===== config.mk =====
export PLATFORM = sky130hd
export DESIGN_NAME = count_display_flat
export DESIGN_NICKNAME = d
export VERILOG_FILES = /design/src/rtl/display_pkg.sv /design/src/rtl/count_display_if.sv /design/src/rtl/bin2bcd16.sv /design/src/rtl/count_display.sv /design/src/flat_wrapper.sv
export SDC_FILE = /design/constraint.sdc
export NUM_CORES = 1
export LEC_CHECK = 0
export ABC_AREA = 1
export CORE_ASPECT_RATIO = 0.5
export CORE_MARGIN = 10
export CORE_UTILIZATION = 30
export CTS_CLUSTER_DIAMETER = 40
export DETAILED_ROUTE_END_ITERATION = 6
export PLACE_DENSITY_LB_ADDON = 0.12
export SLEW_MARGIN = 30
export SYNTH_ARGS = -nofsm -noshare
export SYNTH_HDL_FRONTEND = slang
export SYNTH_SLANG_ARGS = --single-unit

===== constraint.sdc =====
create_clock -name clk -period 3.5 [get_ports clk]
set_clock_uncertainty 0.05 [all_clocks]
set_input_delay 0.35 -clock clk [delete_from_list [all_inputs] [get_ports clk]]
set_output_delay 0.35 -clock clk [all_outputs]
set_load 0.02 [all_outputs]

===== src/rtl/display_pkg.sv =====
// Shared types, constants and helpers for the count display.
// Holds FSM encoding, segment table and double-dabble adjust.
package display_pkg;

    typedef enum logic [1:0] {
        IDLE,
        CONV,
        DONE
    } state_t;

    localparam logic [6:0] SEG_BLANK = 7'h7F;

    // Active-low {g,f,e,d,c,b,a}, entry 15 first.
    localparam logic [15:0][6:0] SEG_TAB = {
        7'h0E, 7'h06, 7'h21, 7'h46,
        7'h03, 7'h08, 7'h10, 7'h00,
        7'h78, 7'h02, 7'h12, 7'h19,
        7'h30, 7'h24, 7'h79, 7'h40
    };

    function automatic logic [19:0] dd_adjust(
        input logic [19:0] b
    );
        logic [19:0] r;
        r = b;
        for (int i = 0; i < 5; i++) begin
            if (r[4*i +: 4] >= 4'd5)
                r[4*i +: 4] = r[4*i +: 4] + 4'd3;
        end
        return r;
    endfunction

endpackage


===== src/rtl/count_display_if.sv =====
// Value input and display output bundle.
// master drives the value/mode side, slave is the display.
interface count_display_if;
    logic [15:0] value;
    logic        dec_mode;
    logic        blank_lz;
    logic [3:0]  an;
    logic [6:0]  seg;
    logic        dp;

    modport master (
        output value, dec_mode, blank_lz,
        input  an, seg, dp
    );

    modport slave (
        input  value, dec_mode, blank_lz,
        output an, seg, dp
    );
endinterface


===== src/rtl/bin2bcd16.sv =====
// Sequential 16-bit binary to 5-digit BCD converter.
// One double-dabble step per cycle, 16 steps per conversion.
module bin2bcd16
    import display_pkg::*;
(
    input  logic        clk,
    input  logic        reset,
    input  logic        start,
    input  logic [15:0] bin,
    output logic        busy,
    output logic        done,
    output logic [19:0] bcd
);

    logic [15:0] sh;
    logic [19:0] acc;
    logic [19:0] adj;
    logic [3:0]  cnt;
    logic        run;

    // Add-3 correction applied before each shift.
    always_comb begin
        adj = dd_adjust(acc);
    end

    // Load on start, then shift one binary bit in per cycle.
    always_ff @(posedge clk or posedge reset) begin
        if (reset) begin
            sh  <= '0;
            acc <= '0;
            cnt <= '0;
            run <= 1'b0;
        end else if (start) begin
            sh  <= bin;
            acc <= '0;
            cnt <= '0;
            run <= 1'b1;
        end else if (run) begin
            acc <= {adj[18:0], sh[15]};
            sh  <= {sh[14:0], 1'b0};
            cnt <= cnt + 4'd1;
            if (cnt == 4'd15)
                run <= 1'b0;
        end
    end

    assign busy = run;
    assign done = run && (cnt == 4'd15);
    assign bcd  = acc;

endmodule


===== src/rtl/count_display.sv =====
// Samples a 16-bit value once per frame and scans it
// onto a 4-digit multiplexed seven-segment display.
module count_display
    import display_pkg::*;
#(
    parameter int REFRESH_DIV = 100000
) (
    input logic            clk,
    input logic            reset,
    count_display_if.slave bus
);

    localparam int PW = $clog2(REFRESH_DIV);

    logic [PW-1:0]   presc;
    logic            tick;
    logic [1:0]      idx;
    state_t          state;
    logic [15:0]     shadow;
    logic            shadow_dec;
    logic [3:0][3:0] dig;
    logic            ovf;
    logic            start;
    logic            eng_busy;
    logic            eng_done;
    logic [19:0]     bcd;
    logic            blank;
    logic [3:0]      an_q;
    logic [6:0]      seg_q;
    logic            dp_q;

    assign tick  = (presc == PW'(REFRESH_DIV - 1));
    assign start = (state == IDLE) && tick && (idx == 2'd3);

    // Prescaler and digit scan index.
    always_ff @(posedge clk or posedge reset) begin
        if (reset) begin
            presc <= '0;
            idx   <= '0;
        end else if (tick) begin
            presc <= '0;
            idx   <= idx + 2'd1;
        end else begin
            presc <= presc + PW'(1);
        end
    end

    bin2bcd16 u_bcd (
        .clk   (clk),
        .reset (reset),
        .start (start),
        .bin   (bus.value),
        .busy  (eng_busy),
        .done  (eng_done),
        .bcd   (bcd)
    );

    // Capture at frame wrap, convert, then load display regs.
    always_ff @(posedge clk or posedge reset) begin
        if (reset) begin
            state      <= IDLE;
            shadow     <= '0;
            shadow_dec <= 1'b0;
            dig        <= '0;
            ovf        <= 1'b0;
        end else begin
            unique case (state)
                IDLE: begin
                    if (start) begin
                        shadow     <= bus.value;
                        shadow_dec <= bus.dec_mode;
                        state      <= CONV;
                    end
                end
                CONV: begin
                    if (eng_done)
                        state <= DONE;
                end
                DONE: begin
                    if (shadow_dec) begin
                        dig <= bcd[15:0];
                        ovf <= (bcd[19:16] != 4'd0);
                    end else begin
                        dig <= shadow;
                        ovf <= 1'b0;
                    end
                    state <= IDLE;
                end
                default: state <= IDLE;
            endcase
        end
    end

    // Slot is blank when it and every higher digit are zero.
    always_comb begin
        blank = bus.blank_lz && (idx != 2'd0);
        for (int k = 0; k < 4; k++) begin
            if (k >= int'(idx) && dig[k] != 4'd0)
                blank = 1'b0;
        end
    end

    // Registered anode, segment and decimal point drive.
    always_ff @(posedge clk or posedge reset) begin
        if (reset) begin
            an_q  <= 4'b1111;
            seg_q <= SEG_BLANK;
            dp_q  <= 1'b1;
        end else if (blank) begin
            an_q  <= 4'b1111;
            seg_q <= SEG_BLANK;
            dp_q  <= 1'b1;
        end else begin
            an_q  <= ~(4'b0001 << idx);
            seg_q <= SEG_TAB[dig[idx]];
            dp_q  <= ~ovf;
        end
    end

    assign bus.an  = an_q;
    assign bus.seg = seg_q;
    assign bus.dp  = dp_q;

endmodule


===== src/flat_wrapper.sv =====
// flat-port wrapper written by rule: the top's interface ports become plain ports
module count_display_flat import display_pkg::*;
#(
    parameter int REFRESH_DIV = 100000
)
  (clk, reset, bus_value, bus_dec_mode, bus_blank_lz, bus_an, bus_seg, bus_dp);
  count_display_if bus_i ();
  input logic clk;
  input logic reset;
  input wire logic [$bits(bus_i.value)-1:0] bus_value;
  input wire logic [$bits(bus_i.dec_mode)-1:0] bus_dec_mode;
  input wire logic [$bits(bus_i.blank_lz)-1:0] bus_blank_lz;
  output wire logic [$bits(bus_i.an)-1:0] bus_an;
  output wire logic [$bits(bus_i.seg)-1:0] bus_seg;
  output wire logic [$bits(bus_i.dp)-1:0] bus_dp;
  assign bus_i.value = bus_value;
  assign bus_i.dec_mode = bus_dec_mode;
  assign bus_i.blank_lz = bus_blank_lz;
  assign bus_an = bus_i.an;
  assign bus_seg = bus_i.seg;
  assign bus_dp = bus_i.dp;
  count_display #(.REFRESH_DIV(REFRESH_DIV)) u_core (.clk(clk), .reset(reset), .bus(bus_i));
endmodule

# Word-level counts from Yosys, hierarchy flattened
# Memories as Yosys holds them, arrays and structs flattened.
# Cells that the tools add are included.
[word_totals] n_memories=1 romBits=112 inputBits=20 latchBits=0 elab_cells=93 ff_bits=108 out_inout_bits=12 ram_bits=0
[memory_table] memory="(name not given)" depth=16 word_bits=7 read_ports=1 rd_ports_with_merged_regs=0 write_ports=0 line="count_display.sv:115" source="seg_q <= SEG_TAB[dig[idx]];"
[op_classes] multipliers=0 addsub=8 div=0 n_eq_ne=7 n_shift=1 n_reduce_logical=17 n_mux=30 n_bitwise=2 order_cmp=10
[op_table] cell="16-bit 2-to-1 mux" n=3
[op_table] cell="20-bit 2-to-1 mux" n=2
[op_table] cell="4-bit 2-to-1 mux" n=8
[op_table] cell="4-bit by 3-bit >= comparator with 1-bit output (second input constant)" n=5
[op_table] cell="4-bit nonzero test" n=5
[op_table] cell="17-bit by 1-bit adder with 17-bit output (second input constant)" n=1
[op_table] cell="17-bit equality test (second input constant)" n=1
[op_table] cell="17-bit 2-to-1 mux" n=1
[op_table] cell="4-bit by 2-bit adder with 4-bit output (second input constant)" n=4
[op_table] cell="7-bit 2-to-1 mux" n=2
[op_table] cell="1-bit 2-to-1 mux" n=9
[op_table] cell="4-bit binary-select mux with 2-bit select" n=1
[op_table] cell="1-bit logical AND" n=7
[op_table] cell="4-bit by 5-bit less-than comparator with 1-bit output (second input constant)" n=1
[op_table] cell="4-bit by 1-bit adder with 4-bit output (second input constant)" n=1
[op_table] cell="2-bit equality test (second input constant)" n=2
[op_table] cell="4-bit equality test (second input constant)" n=1
[op_table] cell="1-bit by 2-bit >= comparator with 1-bit output (first input constant)" n=2
[op_table] cell="2-bit 2-to-1 mux" n=2
[op_table] cell="2-bit by 1-bit != test with 1-bit output (second input constant)" n=2
[op_table] cell="4-bit NOT" n=1
[op_table] cell="2-bit one-hot mux with 2 select lines" n=1
[op_table] cell="2-bit AND reduction" n=2
[op_table] cell="2-bit nonzero test" n=2
[op_table] cell="9 further kinds" n=9

# Depth between registers and ports, before layout
# Gate-level depths: netlist (run 1).
[logic_depth] word_depth=7 ltp_mapped=12 depth_no_buf=12

# Cells and area by module
# Synthesis (run 1) repeated with hierarchy kept, for this count alone.
[hier_totals] cells_unflattened=704 area_unflattened_um2=5798.1
[modules_own_cells] module="count_display" cells_each=438 seq_area_each_um2=1691.6 instances=1 area_per_inst_um2=3542.1
[modules_own_cells] module="bin2bcd16" cells_each=266 seq_area_each_um2=1026.0 instances=1 area_per_inst_um2=2255.9

# Worst setup path after synthesis (run 1)
# Ideal clock, no wire load.
[synth_timing] path_kind="reg2reg" start="register u_core.idx[0]" end="register u_core.seg_q[3], in the netlist u_core.bus.seg[3]" synth_period_minus_slack_ns=1.688 required_ns=3.382 setup_ns=0.068 path_stages_with_launch=12 setup_slack_ns=1.812 arrival_ns=1.570 n_path_buf=1 cell_sequence="dfrtp_1 -> buf_4 -> inv_2 -> nand2_1 -> nand2_1 -> nand2_1 -> nand2_1 -> inv_1 -> ha_1 -> o21ai_0 -> nand2_1 -> nand3_1"
[synth_via] elab_chain_cells=7 word_cells_on_any_way=17 classes_between="order compare (3); mux (8); reduce/logical (5); memory (1)"
[synth_rtl] item="from (decl)" line="count_display.sv:17" source="logic [1:0] idx;"
[synth_rtl] item="from (signal assigned)" line="count_display.sv:42" source="idx <= idx + 2'd1;"
[synth_rtl] item="branches (longest 6 deep; another with memory 16 x 7 bit)"
[synth_rtl] item="7-bit 2-to-1 mux *" line="count_display.sv:109" source="end else if (blank) begin"
[synth_rtl] item="to (signal assigned)" line="count_display.sv:115"
[synth_rtl] item="to (decl)" line="count_display.sv:29" source="logic [6:0] seg_q;"
# Every way passes the cells marked *. The select of a mux whose other input is x is not followed.
# A chain may end at the register's enable or synchronous reset.

# Worst setup path after layout (run 1)
[layout_timing] start="register u_core.idx[0]" end="register u_core.u_bcd.sh[12]"
[layout_via] elab_chain_cells=3 word_cells_on_any_way=4 classes_between="eq/ne (1); mux (1); reduce/logical (2)"
[layout_rtl] item="2-bit equality test *" line="count_display.sv:33" source="assign start = (state == IDLE) && tick && (idx == 2'd3);"
[layout_rtl] item="1-bit logical AND *" line="count_display.sv:33"
[layout_rtl] item="16-bit 2-to-1 mux / 2-bit nonzero test (equally long branches)"
[layout_rtl] item="to (signal assigned)" line="bin2bcd16.sv:34" source="sh <= bin;"
[layout_rtl] item="to (signal assigned)" line="bin2bcd16.sv:40" source="sh <= {sh[14:0], 1'b0};"
[layout_rtl] item="to (decl)" line="bin2bcd16.sv:15" source="logic [15:0] sh;"
# Mark *: on every way between the ends. The rest lies on a longest branch, timed or not.

==> summary.md, run 1 <==
| Metric | Value |
|---|---|
| Final Hold Fails | 0 |
| Number of antenna violations at the first check in global routing | 0 |
| Post-synthesis sequential area ratio | 0.478 |
| I/O Buffers | 31 |
| Pin count of the biggest net entering global routing | 62 |
| Setup WS post-layout | 1.45 ns |
| Crit path capture type | flip-flop |
| Vias in the first global route | 4383 |
| Synth top area cells | dfrtp_1, nand2_1, inv_1 |
| Post CTS Setup Buffer Count | 0 |
| Final layout net count | 803 |
| Slew Limit Headroom | 0.564 |
| Post-DP Area | 6260 um^2 |
| Max rail drop VDD | 0.223 mV |
| Final instance area | 6560 um^2 |
| Area growth, synth to finish | 15.5% |
| Post-CTS Hold Buffers | 0 |
| Die Wd | 215 um |
| Avg Synthesized Cell Area | 7.70 um^2 |
| Pwr/cell area | 359 nW/um^2 |
| Post-synth ARST share | 1.00 |
| Warnings, synthesis | 0 |
| Arr. time, crit path | 2.24 ns |
| Pre-antenna DRT Iters | 5 |
| Num CTS Buffers | 9 |
| Syn_nets | 780 |
| # fillers | 2017 |
| Final worst-path cycle share | 0.587 |
| Setup CP Type | reg2reg |
| Mapped Area | 5680 um^2 |
| CP required | 3.68 ns |
| Top cell type's share of synthesized area | 0.423 |
| ANT nets after route | 0 |
| Via Count | 4551 |
| Row count | 35 |
| Synth Register Bits | 108 |
| Routed wire length | 13.8 mm |
| Top_reg_cell synth | dfrtp_1 |
| Most common cell in the netlist | nand2_1 |
| GRT Util Overall | 0.110 |
| Slew Limit Fails | 0 |
| Die area | 25200 um^2 |
| Synth unique cells | 31 |
| Critical path peak fanout | 48 |
| Met2 Usage GRT | 0.158 |
| Io pins | 32 |
| H-tree depth | 3 |
| Initial Utilization | 0.307 |
| Setup TNS | 0 ns |
| Leakage power | 3.34 nW |
| Post-synth EDFFs | 0 |
| # DRC | 0 |
| RSZ-0062 raised after global routing | false |
| M1 GR Usage | 0.163 |
| Skew-Pair Late Insertion Delay | 0.35 ns |
| Worst hold path class | in2async |
| Antenna diodes | 0 |
| Final setup viols | 0 |
| Root Buffer | clkbuf_16 |
| Avg WL per Cell | 13.5 um |
| Setup slack at placement | 1.45 ns |
| Core ar. | 18500 um^2 |
| R2R Setup Slk | 1.45 ns |
| CTS tree | done |
| CP startpoint kind | flip-flop |
| Worst-Margin Slew | 0.652 ns |
| Vias/cell | 4.44 |
| GRT Max-Usage Layer | met1 |
| Gp weighted congestion | 0.798 |
| Status | complete, no violations |
| Top post-synthesis cells by count | nand2_1, dfrtp_1, inv_1, nand3_1, nor2_1 |
| Clock tree buffer depth | 2 |
| Met3 usage | 0.0226 |
| Share of layout cells above drive strength 1 | 0.0601 |
| Sink Count | 108 |
| Initial DRC Count | 346 |
| Dpl hpwl | 9.66 mm |
| Clk slew on worst S/H paths | 0.08 ns |
| PostCTS Resize Cnt | 0 |
| Total grt overflow | 0 |
| Overall die height | 117 um |
| First-pass GRT wire length | 23.0 mm |
| Cell accounting for the most synthesized area | dfrtp_1 |
| Max Clk Rate | 487 MHz |
| Post-route minimum period | 2.05 ns |
| Max-cap violations | 0 |
| Post-Syn Instances | 738 |
state kept, by name, indices dropped and copies added, names as in the netlist:
signal / count
u_core.shadow: 16
u_core.state: 2
u_core.idx: 2
u_core.u_bcd.busy: 1
u_core.shadow_dec: 1
u_core.presc: 17
u_core.bus.an: 4
u_core.bus.dp: 1
u_core.ovf: 1
u_core.u_bcd.sh: 16
u_core.u_bcd.cnt: 4
u_core.bus.seg: 7
u_core.dig: 16
u_core.u_bcd.bcd: 20
metrics by stage:
| stage | utilization | total power, mW | hold slack [ns] | cells |
|---|---|---|---|---|
| 3_5_place_dp | 0.339 | 1.32 | 0.405 | 1009 |
| 5_1_grt | 0.355 | 2.45 | 0.435 | 1025 |
| 4_1_cts | 0.355 | 2.40 | 0.416 | 1025 |
| 2_1_floorplan | - | 1.29 | 0.319 | 738 |
| 3_3_place_gp | 0.339 | 1.33 | 0.396 | 1009 |
| 6_report | 0.355 | 2.35 | 0.392 | 1025 |
final cells by class:
class                           count  area (um^2)  share of cell area
Clock inverter                      5         60.1             0.00916
Sequential cell                   108         2720               0.414
Inverter                          101          382              0.0582
Clock buffer                       11          243              0.0370
Tap cell                          259          324              0.0494
Timing Repair Buffer               38          375              0.0572
Multi-Input combinational cell    503         2460               0.375
cells in the final DEF, fill, tap and decap left out, types with 13 or more instances in the layout:
cell,n
clkdlybuf4s50_1,31
dfrtp_1,95
ha_1,22
inv_1,94
nand2_1,239
nand3_1,67
nor2_1,58
o211ai_1,19
o21ai_0,46
xor2_1,13
critical path, cell delays in order, from the launching register on:
cell and delay (ns):
dfrtp_1 0.54, ha_1 0.23, inv_1 0.06, nor3_1 0.29
nand4_2 0.20, buf_4 0.32, nand2_1 0.13, nand3_1 0.08
where the power goes:
group / switching [mW] / internal [mW] / total (mW)
Sequential: 0 / 1.25 / 1.25
Clock: 0.477 / 0.579 / 1.06
Combinational: 0.0286 / 0.0210 / 0.0496
Total: 0.505 / 1.85 / 2.35
routing by layer:
metal  wire length [um]  vias up
li1                   -     2364
met1               7760     2121
met2               5580       58
met3                395        8
met4                104        0
met5                  0        -
final timing paths:
kind / startpoint / to / cells after the start
worst max-delay path: u_core.idx[0]$_DFFE_PP0N_ / u_core.u_bcd.sh[12]$_DFFE_PP0P_ / 7
worst min-delay path: reset / u_core.u_bcd.bcd[18]$_DFFE_PP0P_ / 2
max in group asynchronous: reset / u_core.bus.dp$_DFF_PP1_ / 3
worst min register to register: u_core.presc[0]$_DFF_PP0_ / u_core.presc[0]$_DFF_PP0_ / 1
worst max register to register: u_core.idx[0]$_DFFE_PP0N_ / u_core.u_bcd.sh[12]$_DFFE_PP0P_ / 7
min in group clk: u_core.presc[0]$_DFF_PP0_ / u_core.presc[0]$_DFF_PP0_ / 1
cell families (layout without fill, tap and decap cells):
| kind of cell | Yosys count | count (layout) | synth area share |
|---|---|---|---|
| AO/OA/AOI/OAI | 83 | 83 | 0.0846 |
| XOR/XNOR | 15 | 15 | 0.0231 |
| adder cells (fa/ha/maj) | 22 | 22 | 0.0485 |
| buffers and inverters | 127 | 155 | 0.0890 |
| flip-flops | 108 | 108 | 0.478 |
| AND/OR/NAND/NOR | 383 | 383 | 0.276 |
No activity file was read; power rests on OpenSTA's default activity.
==> inputs of run 2 (changes only) <==
clock period = 1.8 ns   (was 3.5 ns; I/O delays follow)
==> run 2 against run 1 <==
Effect of this change: global-route usage is 0.43 points higher; clock-buffer cell count stayed put; clock power is 78% higher; core utilization is 1.9 points higher.
==> summary.md, run 2 (synthesis results as in run 1) <==
| Metric | Value |
|---|---|
| Status | complete, no violations (unchanged) |
| Multi-input gate area | 2540 um^2 (was 2460 um^2) |
| Vias/cell | 4.51 (was 4.44) |
| CP startpoint kind | flip-flop (unchanged) |
| R2R Setup Slk | 0.09 ns (was 1.45 ns) |
| Num CTS Buffers | 9 (unchanged) |
| I/O Buffers | 31 (unchanged) |
| Slew Limit Headroom | 0.733 (was 0.564) |
| Max FFs per register | 20 (unchanged) |
| Max Clk Rate | 586 MHz |
| Pwr/cell area | 640 nW/um^2 (was 359 nW/um^2) |
| Antenna diodes | 0 (unchanged) |
| Worst hold path class | in2async (unchanged) |
| Row count | 35 (unchanged) |
| Final setup viols | 0 (unchanged) |
| Routed wire length | 14.8 mm (was 13.8 mm) |
| Gp weighted congestion | 0.819 (was 0.798) |
| Reg2reg start | u_core.presc[0]$_DFF_PP0_ (was u_core.idx[0]$_DFFE_PP0N_) |
| Skew-Pair Late Insertion Delay | 0.35 ns (about the same) |
| R2R depth | 10 (was 7) |
| Area growth, synth to finish | 21.8% (was 15.5%) |
| Most frequent cells in the layout | nand2_1, dfrtp_1, inv_1, nand3_1, nor2_1 (unchanged) |
| Reg2reg end | u_core.u_bcd.sh[3]$_DFFE_PP0P_ (was u_core.u_bcd.sh[12]$_DFFE_PP0P_) |
| Worst-Margin Slew | 0.395 ns (was 0.652 ns) |
| Tot Pwr | 4.43 mW (was 2.35 mW) |
| Top Family by Delay on Critical Path | buffers and inverters (was simple AND/OR/NAND/NOR gates) |
| Total grt overflow | 0 (unchanged) |
| GRT Util Overall | 0.114 (was 0.110) |
| RSZ-0062 raised after global routing | true (was false) |
| First-pass GRT wire length | 24.0 mm (was 23.0 mm) |
| Overall die height | 117 um (unchanged) |
| Commonest non-fill, non-tap cell in the layout | nand2_1 (unchanged) |
| Final layout net count | 826 (was 803) |
| Number of antenna violations at the first check in global routing | 0 (unchanged) |
| Final worst-path cycle share | 0.948 |
| Setup slack at placement | -0.00601 ns (was 1.45 ns) |
| Crit path buf inv count | 1 (was 2) |
| H-tree depth | 3 (unchanged) |
| CP required | 1.57 ns (was 3.68 ns) |
| Avg WL per Cell | 14.1 um (was 13.5 um) |
| ANT nets after route | 0 (unchanged) |
| Slew Limit Fails | 0 (unchanged) |
| Post-CTS Hold Buffers | 0 (unchanged) |
| Crit path capture type | output pin (was flip-flop) |
| Arr. time, crit path | 1.48 ns (was 2.24 ns) |
| Clock tree buffer depth | 2 (unchanged) |
| Slowest CP cell | clkdlybuf4s50_1 (was dfrtp_1) |
| Setup WS post-layout | 0.0931 ns (was 1.45 ns) |
| # DRC | 0 (unchanged) |
| Final core occ | 0.374 (was 0.355) |
| Final Hold Fails | 0 (unchanged) |
| # fillers | 1980 (was 2017) |
| Root Buffer | clkbuf_16 (unchanged) |
| Max rail drop VDD | 0.434 mV (was 0.223 mV) |
| Clk slew on worst S/H paths | 0.08 ns (about the same) |
| Initial DRC Count | 380 (was 346) |
| Setup CP Type | reg2out (was reg2reg) |
| Worst path max stage delay | 0.60 ns (was 0.54 ns) |
| Post-route minimum period | 1.71 ns |
| Pin count of the biggest net entering global routing | 64 (was 62) |
| Pre-antenna DRT Iters | 5 (unchanged) |
| CTS tree | done (unchanged) |
| Share of layout cells above drive strength 1 | 0.109 (was 0.0601) |
| Via Count | 4724 (was 4551) |
| Vias in the first global route | 4543 (was 4383) |
| Dpl hpwl | 9.81 mm (was 9.66 mm) |
| Crit path cell chain | clkdlybuf4s50_1 (was ha_1 > inv_1 > nor3_1 > nand4_2 > buf_4 > nand2_1 > nand3_1) |
| Die Wd | 215 um (unchanged) |
| Core ar. | 18500 um^2 (unchanged) |
| Max-cap violations | 0 (unchanged) |
| Sink Count | 108 (unchanged) |
| Die area | 25200 um^2 (unchanged) |
| Io pins | 32 (unchanged) |
| Leakage power | 3.51 nW (was 3.34 nW) |
| Initial Utilization | 0.307 (unchanged) |
| Critical path peak fanout | 1 (was 48) |
| Storage cell area | 2720 um^2 (unchanged) |
-- run 2: cell count changes in the layout (fill, tap and decap cells not counted), moves of 2 or more --
| cell | previous run | this run |
|---|---|---|
| nor2_4 | 0 | 3 |
| nand3_1 | 67 | 65 |
| buf_4 | 6 | 19 |
| inv_2 | 5 | 8 |
| nand2_2 | 0 | 5 |
| nor2_1 | 58 | 56 |
| ha_2 | 0 | 2 |
| inv_1 | 94 | 89 |
| nand2_1 | 239 | 233 |
| ha_1 | 22 | 20 |
| inv_6 | 1 | 3 |
| clkbuf_16 | 9 | 12 |
| buf_12 | 1 | 7 |
-- run 2: layout make-up --
| cell class | instances | area share |
|---|---|---|
| Timing Repair Buffer | 61 | 0.0982 |
| Sequential cell | 108 | 0.393 |
| Clock buffer | 11 | 0.0336 |
| Multi-Input combinational cell | 503 | 0.367 |
| Tap cell | 259 | 0.0468 |
| Clock inverter | 5 | 0.00506 |
| Inverter | 101 | 0.0564 |
-- run 2: worst max path at each step --
stage	slack, ns	from	to	cells after the start
2_1_floorplan	0.11	u_core.idx[0]$_DFFE_PP0N_	u_core.bus.seg[3]$_DFF_PP1_	11
6_report	0.09	u_core.bus.an[3]$_DFF_PP1_	bus_an[3]	1
5_1_grt	-0.02	u_core.presc[0]$_DFF_PP0_	u_core.u_bcd.sh[9]$_DFFE_PP0P_	10
3_5_place_dp	-0.006	u_core.idx[0]$_DFFE_PP0N_	u_core.bus.seg[6]$_DFF_PP1_	7
4_1_cts	0.002	u_core.idx[0]$_DFFE_PP0N_	u_core.u_bcd.sh[11]$_DFFE_PP0P_	7
3_3_place_gp	0.03	u_core.idx[0]$_DFFE_PP0N_	u_core.bus.seg[6]$_DFF_PP1_	7
-- run 2: power by group --
part,total (mW),internal (mW),switching [mW]
registers,2.43,2.43,0
logic,0.108,0.0494,0.0584
clock network,1.89,0.948,0.946
-- run 2: repair_timing --
item                                    4_1_cts  5_1_grt
endpoints found under the setup margin        2       68
pin swaps                                     0        4
setup buffers                                 0        5
cloned                                        0        4
resized for setup                             1       28
-- run 2: metal layers --
| layer | vias to the layer above | global-route usage | wire length (um) |
|---|---|---|---|
| met5 | - | 0 | 0 |
| met4 | 0 | 0.0321 | 136 |
| met3 | 11 | 0.0246 | 521 |
| met2 | 75 | 0.162 | 6040 |
| met1 | 2219 | 0.168 | 8070 |
| li1 | 2419 | - | - |
-- run 2: stage by stage --
stage	TNS, ns	std cells	cell area [um^2]	hold slack, ns
floorplan	0	738	5680	0.240
global route	-0.126	1048	6920	0.112
finish	0	1048	6920	0.0964
detailed placement	-0.00601	1023	6440	0.393
CTS	0	1039	6710	0.103
global placement	0	1023	6440	0.394
==> inputs of run 3 (changes only) <==
PLACE_DENSITY_LB_ADDON = 0.05   (was 0.12)
==> run 3 against run 2 <==
Effect of this change: via count is 2.5% lower; clock power is 17% higher; routed wire length is 0.61% higher; hold slack better by 0.11 ns; fmax is 0.78% lower; clock-buffer cell count is 2 lower; critical path type unchanged; cell count is 0.38% lower.
==> summary.md, run 3 (synthesis results as in run 1) <==
| Metric | Value |
|---|---|
| Final instance area | 6890 um^2 (was 6920 um^2) |
| Pre-antenna DRT Iters | 4 (was 5) |
| Clock tree buffer depth | 2 (unchanged) |
| Setup CP Type | reg2out (unchanged) |
| R2R depth | 11 (was 10) |
| Io pins | 32 (unchanged) |
| Top Family by Delay on Critical Path | buffers and inverters (unchanged) |
| Final layout net count | 822 (was 826) |
| Slowest CP cell | clkdlybuf4s50_1 (unchanged) |
| Critical path peak fanout | 1 (unchanged) |
| R2R Setup Slk | 0.12 ns (was 0.09 ns) |
| Crit path buf inv count | 1 (unchanged) |
| Slew Limit Headroom | 0.740 (was 0.733) |
| Status | complete, no violations (unchanged) |
| Vias/cell | 4.41 (was 4.51) |
| Final worst-path cycle share | 0.956 (was 0.948) |
| Max rail drop VDD | 0.420 mV (was 0.434 mV) |
| Area growth, synth to finish | 21.3% (was 21.8%) |
| Root Buffer | clkbuf_16 (unchanged) |
| Dpl hpwl | 10.3 mm (was 9.81 mm) |
| Max Clk Rate | 581 MHz (was 586 MHz) |
| Crit path capture type | output pin (unchanged) |
| Final Hold Fails | 0 (unchanged) |
| Skew-Pair Late Insertion Delay | 0.36 ns (was 0.35 ns) |
| Setup WS post-layout | 0.0796 ns (was 0.0931 ns) |
| RSZ-0062 raised after global routing | true (unchanged) |
| CTS tree | done (unchanged) |
| Pwr/cell area | 688 nW/um^2 (was 640 nW/um^2) |
| Die Wd | 215 um (unchanged) |
| Crit path cell chain | clkdlybuf4s50_1 (unchanged) |
| Antenna diodes | 0 (unchanged) |
| Routed wire length | 14.9 mm (was 14.8 mm) |
| Commonest non-fill, non-tap cell in the layout | nand2_1 (unchanged) |
| Most frequent cells in the layout | nand2_1, dfrtp_1, inv_1, nand3_1, nor2_1 (unchanged) |
| GRT Util Overall | 0.118 (was 0.114) |
| # fillers | 1966 (was 1980) |
| Vias in the first global route | 4551 (was 4543) |
| Initial DRC Count | 230 (was 380) |
| Overall die height | 117 um (unchanged) |
| Max FFs per register | 20 (unchanged) |
| Core ar. | 18500 um^2 (unchanged) |
| Slew Limit Fails | 0 (unchanged) |
| Post-DP Area | 6430 um^2 (was 6440 um^2) |
| Reg2reg end | u_core.u_bcd.sh[1]$_DFFE_PP0P_ (was u_core.u_bcd.sh[3]$_DFFE_PP0P_) |
| Final setup viols | 0 (unchanged) |
| Post-route minimum period | 1.72 ns (was 1.71 ns) |
| I/O Buffers | 31 (unchanged) |
| Die area | 25200 um^2 (unchanged) |
| Pin count of the biggest net entering global routing | 64 (unchanged) |
| Via Count | 4604 (was 4724) |
| Clk slew on worst S/H paths | 0.08 ns (about the same) |
| Critical path origin | u_core.bus.an[3]$_DFF_PP1_ (unchanged) |
| CP startpoint kind | flip-flop (unchanged) |
| H-tree depth | 3 (unchanged) |
| Initial Utilization | 0.307 (unchanged) |
| # DRC | 0 (unchanged) |
| Reg2reg start | u_core.presc[1]$_DFF_PP0_ (was u_core.presc[0]$_DFF_PP0_) |
| Sink Count | 108 (unchanged) |
| Total grt overflow | 0 (unchanged) |
| Gp weighted congestion | 0.779 (was 0.819) |
| ANT nets after route | 0 (unchanged) |
| Arr. time, crit path | 1.49 ns (was 1.48 ns) |
| Worst path max stage delay | 0.61 ns (was 0.60 ns) |
| Row count | 35 (unchanged) |
| Avg WL per Cell | 14.2 um (was 14.1 um) |
| Worst-Margin Slew | 0.388 ns (was 0.395 ns) |
| Worst hold path class | in2async (unchanged) |
| CP required | 1.57 ns (about the same) |
| Setup slack at placement | 0.0616 ns (was -0.00601 ns) |
| Share of layout cells above drive strength 1 | 0.0968 (was 0.109) |
| Leakage power | 3.48 nW (was 3.51 nW) |
| Number of antenna violations at the first check in global routing | 0 (unchanged) |
| Max-cap violations | 0 (unchanged) |
| Num CTS Buffers | 9 (unchanged) |
| First-pass GRT wire length | 24.3 mm (was 24.0 mm) |
-- run 3: changes by cell type in the layout (fill, tap and decap cells not counted), moves of 2 or more --
cell,previous run,this run
buf_4,19,15
clkinv_4,0,3
inv_1,89,92
inv_2,8,6
clkbuf_1,2,0
nor2_1,56,58
inv_6,3,0
clkinv_2,2,0
bufinv_16,0,2
-- run 3: repair_timing --
| item | 4_1_cts | 5_1_grt |
|---|---|---|
| gates resized for setup | 0 | 16 |
| buffers inserted | 0 | 1 |
| setup endpoints to repair | 0 | 50 |
| hold buffers | 0 | 0 |
-- run 3: worst register-to-register path, stage by stage (launching register included) --
cell and delay (ns):
dfrtp_1 0.38, ha_2 0.20, nand2_2 0.08, inv_2 0.07, nand2_2 0.07, inv_4 0.09
nand3_4 0.09, nor2_4 0.13, buf_12 0.14, buf_12 0.14, nand2_1 0.09, nand3_1 0.09
-- run 3: area by class of cell --
type	count	area [um^2]	area share
Clock inverter	7	101	0.0147
Sequential cell	108	2720	0.394
Inverter	101	385	0.0559
Clock buffer	9	225	0.0327
Multi-Input combinational cell	503	2500	0.363
Tap cell	259	324	0.0470
Timing Repair Buffer	57	636	0.0922
-- run 3: worst max-delay path by stage --
stage | cells after the start | to
6_report | 1 | bus_an[3]
4_1_cts | 9 | u_core.bus.seg[6]$_DFF_PP1_
3_3_place_gp | 10 | u_core.bus.seg[5]$_DFF_PP1_
3_5_place_dp | 9 | u_core.bus.seg[6]$_DFF_PP1_
5_1_grt | 11 | u_core.u_bcd.sh[11]$_DFFE_PP0P_
2_1_floorplan | 11 | u_core.bus.seg[3]$_DFF_PP1_
-- run 3: power by group --
part	switching (mW)	internal (mW)	leakage [nW]	total, mW
logic	0.0580	0.0469	2.05	0.105
registers	0	2.43	1.28	2.43
clock network	0.981	1.23	0.152	2.21
-- run 3: per-layer routing --
layer	share of wire	up-vias	GRT usage
li1	-	2407	-
met1	0.54	2130	0.169
met2	0.42	61	0.173
met3	0.033	6	0.0290
met4	0.0075	0	0.0264
met5	0	-	0
-- run 3: metrics by stage --
| stage | hold WS [ns] | utilization | cells | power (mW) | setup TNS (ns) |
|---|---|---|---|---|---|
| global placement | 0.395 | 0.348 | 1024 | 2.58 | 0 |
| global route | 0.249 | 0.373 | 1044 | 4.94 | -0.0299 |
| finish | 0.209 | 0.373 | 1044 | 4.74 | 0 |
| CTS | 0.217 | 0.366 | 1040 | 4.83 | 0 |
| detailed placement | 0.402 | 0.348 | 1024 | 2.58 | 0 |
| floorplan | 0.240 | - | 738 | 2.51 | 0 |
